--- src/rtl/pos_cache_stream_reader.sv ---
// ---------------------------------------------------------------------------
// pos_cache_stream_reader
//
// Purpose:
//   Reads one cell's position cache and streams its particles to the force
//   pipeline. On an accepted start it reads the particle count at cache
//   address 0. It then reads addresses 1..N and presents each position word,
//   tagged with its address, on a valid/ready interface. Backpressure is
//   honoured through a 3-entry output FIFO. Read issue is credit-limited, so
//   the FIFO can never overflow and the stream sustains one particle per
//   cycle while the consumer is ready.
//
// Ports:
//   clk, rst           clock, synchronous active-high reset
//   start              1-cycle request to stream the active cell
//   motion_update_en   cache buffers swapping; aborts an active stream
//   out_rd_addr        cache read address (registered)
//   out_rden           cache read enable (registered)
//   in_particle_info   cache read data, valid the cycle after out_rden
//   out_pos/out_id     FIFO head position word and particle address
//   out_valid/in_ready output handshake
//   out_last           head is the last particle of the cell
//   busy               stream in progress
//   done               1-cycle pulse after the final handshake
//   particle_count     latched, clipped particle count
//   err_overflow       sticky: count exceeded PARTICLE_NUM (cleared on start)
//   err_abort          1-cycle pulse: stream aborted by motion_update_en
// ---------------------------------------------------------------------------
module pos_cache_stream_reader #(
    parameter int DATA_WIDTH   = 32,
    parameter int ADDR_WIDTH   = 8,
    parameter int PARTICLE_NUM = 220
) (
    input  logic                      clk,
    input  logic                      rst,
    input  logic                      start,
    input  logic                      motion_update_en,
    output logic [ADDR_WIDTH-1:0]     out_rd_addr,
    output logic                      out_rden,
    input  logic [3*DATA_WIDTH-1:0]   in_particle_info,
    output logic [3*DATA_WIDTH-1:0]   out_pos,
    output logic [ADDR_WIDTH-1:0]     out_id,
    output logic                      out_valid,
    input  logic                      in_ready,
    output logic                      out_last,
    output logic                      busy,
    output logic                      done,
    output logic [ADDR_WIDTH-1:0]     particle_count,
    output logic                      err_overflow,
    output logic                      err_abort
);

    localparam int PW    = 3 * DATA_WIDTH;
    localparam int DEPTH = 3;
    localparam logic [ADDR_WIDTH-1:0] MAX_CNT = ADDR_WIDTH'(PARTICLE_NUM);

    typedef enum logic [2:0] {
        S_IDLE,
        S_RD_NUM,
        S_WAIT_NUM,
        S_STREAM,
        S_DONE
    } state_t;

    state_t                  r_state;
    logic [ADDR_WIDTH-1:0]   r_rd_addr;
    logic                    r_rden;
    logic                    r_inflight;
    logic [ADDR_WIDTH-1:0]   r_infl_id;
    logic [ADDR_WIDTH:0]     r_next_addr;
    logic [ADDR_WIDTH-1:0]   r_cnt;
    logic                    r_busy;
    logic                    r_done;
    logic                    r_err_ovf;
    logic                    r_err_abort;

    logic [PW-1:0]           r_mem_pos [DEPTH];
    logic [ADDR_WIDTH-1:0]   r_mem_id  [DEPTH];
    logic [1:0]              r_wr_ptr;
    logic [1:0]              r_rd_ptr;
    logic [1:0]              r_occ;

    logic                    w_valid;
    logic [ADDR_WIDTH-1:0]   w_head_id;
    logic                    w_pop;
    logic                    w_push;
    logic                    w_abort;
    logic [ADDR_WIDTH-1:0]   w_raw_cnt;
    logic                    w_cnt_ovf;
    logic [ADDR_WIDTH-1:0]   w_cnt_clip;
    logic [2:0]              w_credit;
    logic                    w_can_issue;
    logic                    w_last_hs;

    function automatic logic [1:0] ptr_inc(input logic [1:0] p);
        return (p == 2'd2) ? 2'd0 : p + 2'd1;
    endfunction

    assign w_valid    = (r_occ != 2'd0);
    assign w_head_id  = r_mem_id[r_rd_ptr];
    assign w_pop      = w_valid && in_ready;
    // The count read (address 0) returns while in WAIT_NUM and must not be pushed.
    assign w_push     = (r_state == S_STREAM) && r_inflight;
    assign w_abort    = motion_update_en &&
                        ((r_state == S_RD_NUM) || (r_state == S_WAIT_NUM) || (r_state == S_STREAM));

    assign w_raw_cnt  = in_particle_info[ADDR_WIDTH-1:0];
    assign w_cnt_ovf  = (w_raw_cnt > MAX_CNT);
    assign w_cnt_clip = w_cnt_ovf ? MAX_CNT : w_raw_cnt;

    // Slots committed after this edge: FIFO contents (including the word
    // returning now, less any pop) plus the read on the port this cycle.
    // A new read is issued only if it still fits in the FIFO.
    assign w_credit    = {1'b0, r_occ} + {2'b0, r_inflight} + {2'b0, r_rden} - {2'b0, w_pop};
    assign w_can_issue = (r_next_addr <= {1'b0, r_cnt}) && (w_credit < 3'd3);
    assign w_last_hs   = w_pop && (w_head_id == r_cnt);

    // Control FSM and read issue.
    always_ff @(posedge clk) begin
        if (rst) begin
            r_state     <= S_IDLE;
            r_rd_addr   <= '0;
            r_rden      <= 1'b0;
            r_inflight  <= 1'b0;
            r_infl_id   <= '0;
            r_next_addr <= '0;
            r_cnt       <= '0;
            r_busy      <= 1'b0;
            r_done      <= 1'b0;
            r_err_ovf   <= 1'b0;
            r_err_abort <= 1'b0;
        end else begin
            r_rden      <= 1'b0;
            r_done      <= 1'b0;
            r_err_abort <= 1'b0;
            r_inflight  <= r_rden;
            r_infl_id   <= r_rd_addr;
            if (w_abort) begin
                r_state     <= S_IDLE;
                r_busy      <= 1'b0;
                r_err_abort <= 1'b1;
                r_inflight  <= 1'b0;
            end else begin
                case (r_state)
                    S_IDLE: begin
                        if (start && !motion_update_en) begin
                            r_state   <= S_RD_NUM;
                            r_busy    <= 1'b1;
                            r_err_ovf <= 1'b0;
                            r_rden    <= 1'b1;
                            r_rd_addr <= '0;
                        end
                    end
                    S_RD_NUM: begin
                        r_state <= S_WAIT_NUM;
                    end
                    S_WAIT_NUM: begin
                        r_cnt <= w_cnt_clip;
                        if (w_cnt_ovf) begin
                            r_err_ovf <= 1'b1;
                        end
                        if (w_cnt_clip == '0) begin
                            r_state <= S_DONE;
                            r_done  <= 1'b1;
                            r_busy  <= 1'b0;
                        end else begin
                            r_state     <= S_STREAM;
                            r_rden      <= 1'b1;
                            r_rd_addr   <= ADDR_WIDTH'(1);
                            r_next_addr <= (ADDR_WIDTH+1)'(2);
                        end
                    end
                    S_STREAM: begin
                        if (w_can_issue) begin
                            r_rden      <= 1'b1;
                            r_rd_addr   <= r_next_addr[ADDR_WIDTH-1:0];
                            r_next_addr <= r_next_addr + 1'b1;
                        end
                        if (w_last_hs) begin
                            r_state <= S_DONE;
                            r_done  <= 1'b1;
                            r_busy  <= 1'b0;
                        end
                    end
                    S_DONE: begin
                        // A start arriving in the done cycle is deliberately dropped.
                        r_state <= S_IDLE;
                    end
                    default: begin
                        r_state <= S_IDLE;
                    end
                endcase
            end
        end
    end

    // Output FIFO: pointers/occupancy are reset, payload storage is not.
    always_ff @(posedge clk) begin
        if (rst || w_abort) begin
            r_wr_ptr <= '0;
            r_rd_ptr <= '0;
            r_occ    <= '0;
        end else begin
            if (w_push) begin
                r_wr_ptr <= ptr_inc(r_wr_ptr);
            end
            if (w_pop) begin
                r_rd_ptr <= ptr_inc(r_rd_ptr);
            end
            r_occ <= r_occ + {1'b0, w_push} - {1'b0, w_pop};
        end
    end

    always_ff @(posedge clk) begin
        if (w_push && !w_abort) begin
            r_mem_pos[r_wr_ptr] <= in_particle_info;
            r_mem_id[r_wr_ptr]  <= r_infl_id;
        end
    end

    // The credit scheme must make these impossible.
    always @(posedge clk) begin
        if (!rst) begin
            assert (!(w_push && !w_pop && (r_occ == 2'd3)));
            assert (!(w_pop && (r_occ == 2'd0)));
        end
    end

    // Payload is masked while empty so every output reads 0 out of reset.
    assign out_valid      = w_valid;
    assign out_pos        = w_valid ? r_mem_pos[r_rd_ptr] : '0;
    assign out_id         = w_valid ? w_head_id : '0;
    assign out_last       = w_valid && (w_head_id == r_cnt);
    assign out_rd_addr    = r_rd_addr;
    assign out_rden       = r_rden;
    assign busy           = r_busy;
    assign done           = r_done;
    assign particle_count = r_cnt;
    assign err_overflow   = r_err_ovf;
    assign err_abort      = r_err_abort;

endmodule

--- config.mk ---
export PLATFORM = sky130hd
export DESIGN_NAME = pos_cache_stream_reader
export DESIGN_NICKNAME = d
export VERILOG_FILES = /design/src/rtl/pos_cache_stream_reader.sv
export SDC_FILE = /design/constraint.sdc
export NUM_CORES = 1
export LEC_CHECK = 0
export ABC_AREA = 0
export CORE_ASPECT_RATIO = 1.1
export CORE_UTILIZATION = 31
export DETAILED_ROUTE_END_ITERATION = 16
export PLACE_DENSITY = 0.6
export SYNTH_ARGS = -nofsm -noshare
export SYNTH_HDL_FRONTEND = slang
export SYNTH_SLANG_ARGS = --single-unit
--- constraint.sdc ---
create_clock -name clk -period 19.7 [get_ports clk]
set_input_delay 3.94 -clock clk [delete_from_list [all_inputs] [get_ports clk]]
set_output_delay 3.94 -clock clk [all_outputs]
set_load 0.02 [all_outputs]
After elaboration in Yosys (flattened, before gate mapping)
Memories as Yosys holds them, arrays and structs flattened. A register that Yosys moved wholly into a read port is not among the register bits.
Index checks and enable logic that the tools add are counted.
{ "op_classes": {"n_addsub": 8, "n_lt_le_gt_ge": 3, "n_eq_ne": 12, "n_mux": 37, "bitwise_logic": 1, "n_reduce_logical": 26} }
{ "ops": {"columns": ["op", "n"], "rows": [
  ["$mux W96", 1],
  ["$mux W8", 5],
  ["$pmux W8 S3", 1],
  ["$mux W9", 2],
  ["$pmux W9 S2", 1],
  ["$mux W1", 13],
  ["$mux W2", 6],
  ["$pmux W3 S4", 1],
  ["$reduce_and A4 Y1", 3],
  ["$ne A2 B2 Y1 const B", 5],
  ["$add A9 B1 Y9 const B", 1],
  ["$le A9 B8 Y1", 1],
  ["$mux W3", 3],
  ["$eq A8 B8 Y1", 1],
  ["$gt A8 B8 Y1 const B", 1],
  ["$logic_and A1 B1 Y1", 8],
  ["$logic_not A8 Y1", 1],
  ["$eq A3 B2 Y1 const B", 2],
  ["$pmux W1 S3", 2],
  ["$reduce_bool A2 Y1", 3],
  ["$reduce_and A5 Y1", 1],
  ["$add A2 B1 Y2 const B", 2],
  ["$eq A2 B2 Y1 const B", 2],
  ["$pmux W1 S2", 2],
  ["15 further kinds", 19]
]} }
{ "totals": {"reg_bits": 48, "ramBits": 312, "inputBits": 101, "output_inout_bits": 127, "elab_cells": 103, "memories": 2} }
{ "mem_list": {"columns": ["name", "words", "width", "read_ports", "rd_ports_with_merged_regs", "wr", "line_no", "text"], "rows": [
  ["r_mem_pos", 3, 96, 1, 1, 1, "77", "logic [PW-1:0] r_mem_pos [DEPTH];"],
  ["r_mem_id", 3, 8, 1, 1, 1, "78", "logic [ADDR_WIDTH-1:0] r_mem_id [DEPTH];"]
]} }

Depth between registers and ports, before layout
{ "logic_depth": {"depth_word": 8, "mapped_depth": 13, "ltp_nobuf": 13} }

Least setup slack after synthesis
OpenSTA, ideal clock, no wires.
{ "synth_timing": {"path_type": "in2reg", "startpoint": "in motion_update_en", "endpoint": "mem r_mem_id[1][0] (enable)", "setup_ps": 859, "arrival_time_ps": 14741, "required_time_ps": 18841, "slack_ps": 4100, "stages": 2, "n_path_buf": 1, "path_cell_list": "buf_2 -> nor4b_1"} }
{ "synth_between": {"elab_chain_len": 5} }
{ "synth_lines": {"columns": ["item", "line_no", "text"], "rows": [
  ["start: declaration", "37", "input logic motion_update_en,"],
  ["$logic_and A1 B1 Y1", "104", "assign w_abort = motion_update_en &&"],
  ["$logic_not A1 Y1", "215", "if (w_push && !w_abort) begin"],
  ["$logic_and A1 B1 Y1", "215", null],
  ["$mux W1", "215", null],
  ["$mux W1 (not written as such)", "217", "r_mem_id[r_wr_ptr] <= r_infl_id;"],
  ["end: declaration", "78", null]
]} }
Every way passes these cells.

==> results.cfg <==
[clocking]
clockBufferDepth = 3
cts_buffers = 38
cts_tree = yes
cts.sinks = 362
clk_latency_ps = 530
clock-root-buffer = clkbuf_16
cts_resized = 0
htreeDepth = 2
cts_setup_buffers = 0
clkTransAtPathRegs_ps = 70
hold_buffers = 0

[finish]
layout_commonest_cell = edfxtp_1
fillers = 4325
final_cell_mix = 312 x edfxtp_1, 227 x clkdlybuf4s50_1, 209 x nor2_1
area_growth_pct = 28.4
drive_gt1_share_pct = 6.64
post-route-util_pct = 40.7
final_nets = 1401

[worst_setup_path]
worst_setup_path_start_kind = flip-flop
worst-path-buf-inv = 3
slowest_stage = buf_4
critPathCaptureType = output pin
worst-path-stages = 7
cp_cell_sequence = buf_4, buf_4, mux2i_1, nor2_1, a21oi_1, nor2_1, clkdlybuf4s50_1
reg2reg_depth = 14
worstSetupPathType = reg -> out
cp_max_fo = 53
worstPathArrival_ps = 3840
cp.required_ps = 15760
cp_top_family = buffers and inverters
max_stage_delay_ps = 870

[place]
routabilityCongestion = 0.817
portBuffers = 227
hpwl_um = 20800

[logic_synthesis]
syn-cell-area_um2 = 14600
synth-seq-cells = 362
syn_area_per_cell_um2 = 13.7
synthArstFlopShare_pct = 0
ys_warn_count = 0
ys_top_cells_by_area = edfxtp_1 64%, mux2i_1 7.3%, dfxtp_1 6.9%
synth_fp_nets = 1178
yosysSeqAreaShare_pct = 71.2
ys.flop_type = edfxtp_1
synth_top_area_cell = edfxtp_1
synth_edf_count = 312
synth_top_area_share_pct = 64.4
synth.distinct_cells = 56
netlist_instances = 1063

[floorplan]
die_w_um = 209
core_area_um2 = 46000
die-area_um2 = 47800
num_rows = 82
die_h_um = 229
io_pins = 228
start_util_pct = 31.7

[routing]
detail_route.vias_per_cell = 4.74
firstDrtPassIters = 4
finalWirelength_um = 33400
drtAntennaViolNets = 0
wl_per_cell_um = 17.6
remaining_drc_errors = 0
vias = 9008
first_iter_violations = 396

[job]
cap_violations = 0

[timing]
setup_violations = 0
fin_crit_ps = 7780
setup_tns_ps = 0
rsz0062_at_grt = false
fin_skew_ps = 11.9
slew_violations = 0
max_freq_mhz = 129
fin_crit_sh_pct = 39.5
finalHoldViolCount = 0
slew_headroom_pct = 30.1
tightest_slew_ps = 1050

[global_route]
track_usage_pct = 14.0
grt_pass1_vias = 9098
grt_max_degree = 92
grt_pass1_wl_um = 51200
antenna_found_initial = 2
grt.overflow.total = 0

[pwr]
power.density_nw_per_um2 = 85.8
power_switching_w = 0.000313
clkPwrFrac_pct = 44.1
p_leak_nw = 6.05
peakVddDrop_uv = 58.3
swShare_pct = 19.5
power_w = 0.00160
seqPwrFrac_pct = 52.0
p_int_w = 0.00129
combPwrFrac_pct = 3.8

[hold_path]
hold_class = reg -> reg
whs_path_depth = 0

[outcome]
status = complete, no violations
[power groups by stage]
stage | registers [W] | clock network (W) | logic (W)
global route | 0.000835 | 0.000759 | 0.0000660
floorplan | 0.000851 | 0 | 0.0000226
CTS | 0.000835 | 0.000729 | 0.0000620
detailed placement | 0.000851 | 0 | 0.0000616
finish | 0.000835 | 0.000708 | 0.0000615
global placement | 0.000851 | 0 | 0.0000606
[cells in the mapped netlist, types with 2 or more instances]
library cell	n
a211o_1	8
a211oi_1	12
a21oi_1	118
a22o_1	6
a31oi_1	2
and2_1	3
and3_1	5
buf_2	13
buf_6	2
clkbuf_1	40
dfxtp_1	50
edfxtp_1	312
fa_1	2
ha_1	12
inv_1	22
mux2i_1	106
nand2_1	30
nand2b_1	3
nand3_1	7
nand4_1	6
nor2_1	210
nor2b_1	19
nor3_1	8
nor3_2	2
nor3b_1	2
nor4_1	4
nor4_4	2
nor4b_1	3
o211ai_1	10
o21ai_0	12
o21ba_1	4
or3_1	3
xnor2_1	2
[per-stage QoR]
step / area, µm² / hold slack [ps] / cells / worst slack (ps)
after floorplan: 14600 / 421 / 1063 / 4100
after global placement: 17400 / 426 / 1834 / 12300
after detailed placement: 17400 / 435 / 1834 / 12290
after CTS: 18700 / 450 / 1899 / 11740
after global routing: 18700 / 459 / 1900 / 11640
final: 18700 / 446 / 1900 / 11920
[layout make-up]
type | instances | area, µm² | area share (%)
Multi-Input combinational cell | 622 | 3880 | 20.8
Tap cell | 588 | 736 | 3.93
Sequential cell | 362 | 10400 | 55.5
Timing Repair Buffer | 240 | 2370 | 12.7
Inverter | 22 | 82.6 | 0.442
Antenna cell | 1 | 2.50 | 0.0134
Clock inverter | 16 | 160 | 0.857
Clock buffer | 49 | 1080 | 5.80
[sequential cells by signal, indices dropped and copies added, names as in the netlist, named ones only]
signal,count
busy,1
done,1
err_abort,1
err_overflow,1
out_rd_addr,8
out_rden,1
particle_count,8
r_infl_id,8
r_inflight,1
r_mem_id,24
r_mem_pos,288
r_next_addr,9
r_occ,2
r_rd_ptr,2
r_state,3
r_wr_ptr,2
[layer usage]
layer  global-route usage [%]  share of wire (%)  routed length, µm  vias to the layer above
met5                        0              0.033                 11                        -
met4                     4.18                1.8                593                        2
met3                     3.33                5.3               1760                       38
met2                     24.0                 49              16400                      206
met1                     17.3                 44              14600                     4404
li1                         -                  -                  -                     4358
[logic make-up after synthesis]
kind of cell / count (synthesis) / synth area share [%]
flip-flops: 362 / 71.2
XOR/XNOR: 3 / 0.181
AO/OA/AOI/OAI: 185 / 7.83
multiplexers: 108 / 7.46
buffers and inverters: 79 / 2.28
AND/OR/NAND/NOR: 312 / 9.72
adder cells (fa/ha/maj): 14 / 1.31
[final timing paths]
check                             startpoint        endpoint  slack (ps)
worst min-delay path            r_infl_id[5]  r_mem_id[1][5]         450
worst min register to register  r_infl_id[5]  r_mem_id[1][5]         450
worst max-delay path               flip-flop     out_pos[93]       11920
worst max register to register      r_occ[1]  r_next_addr[2]       15500
(Power assumes the default switching activity.)
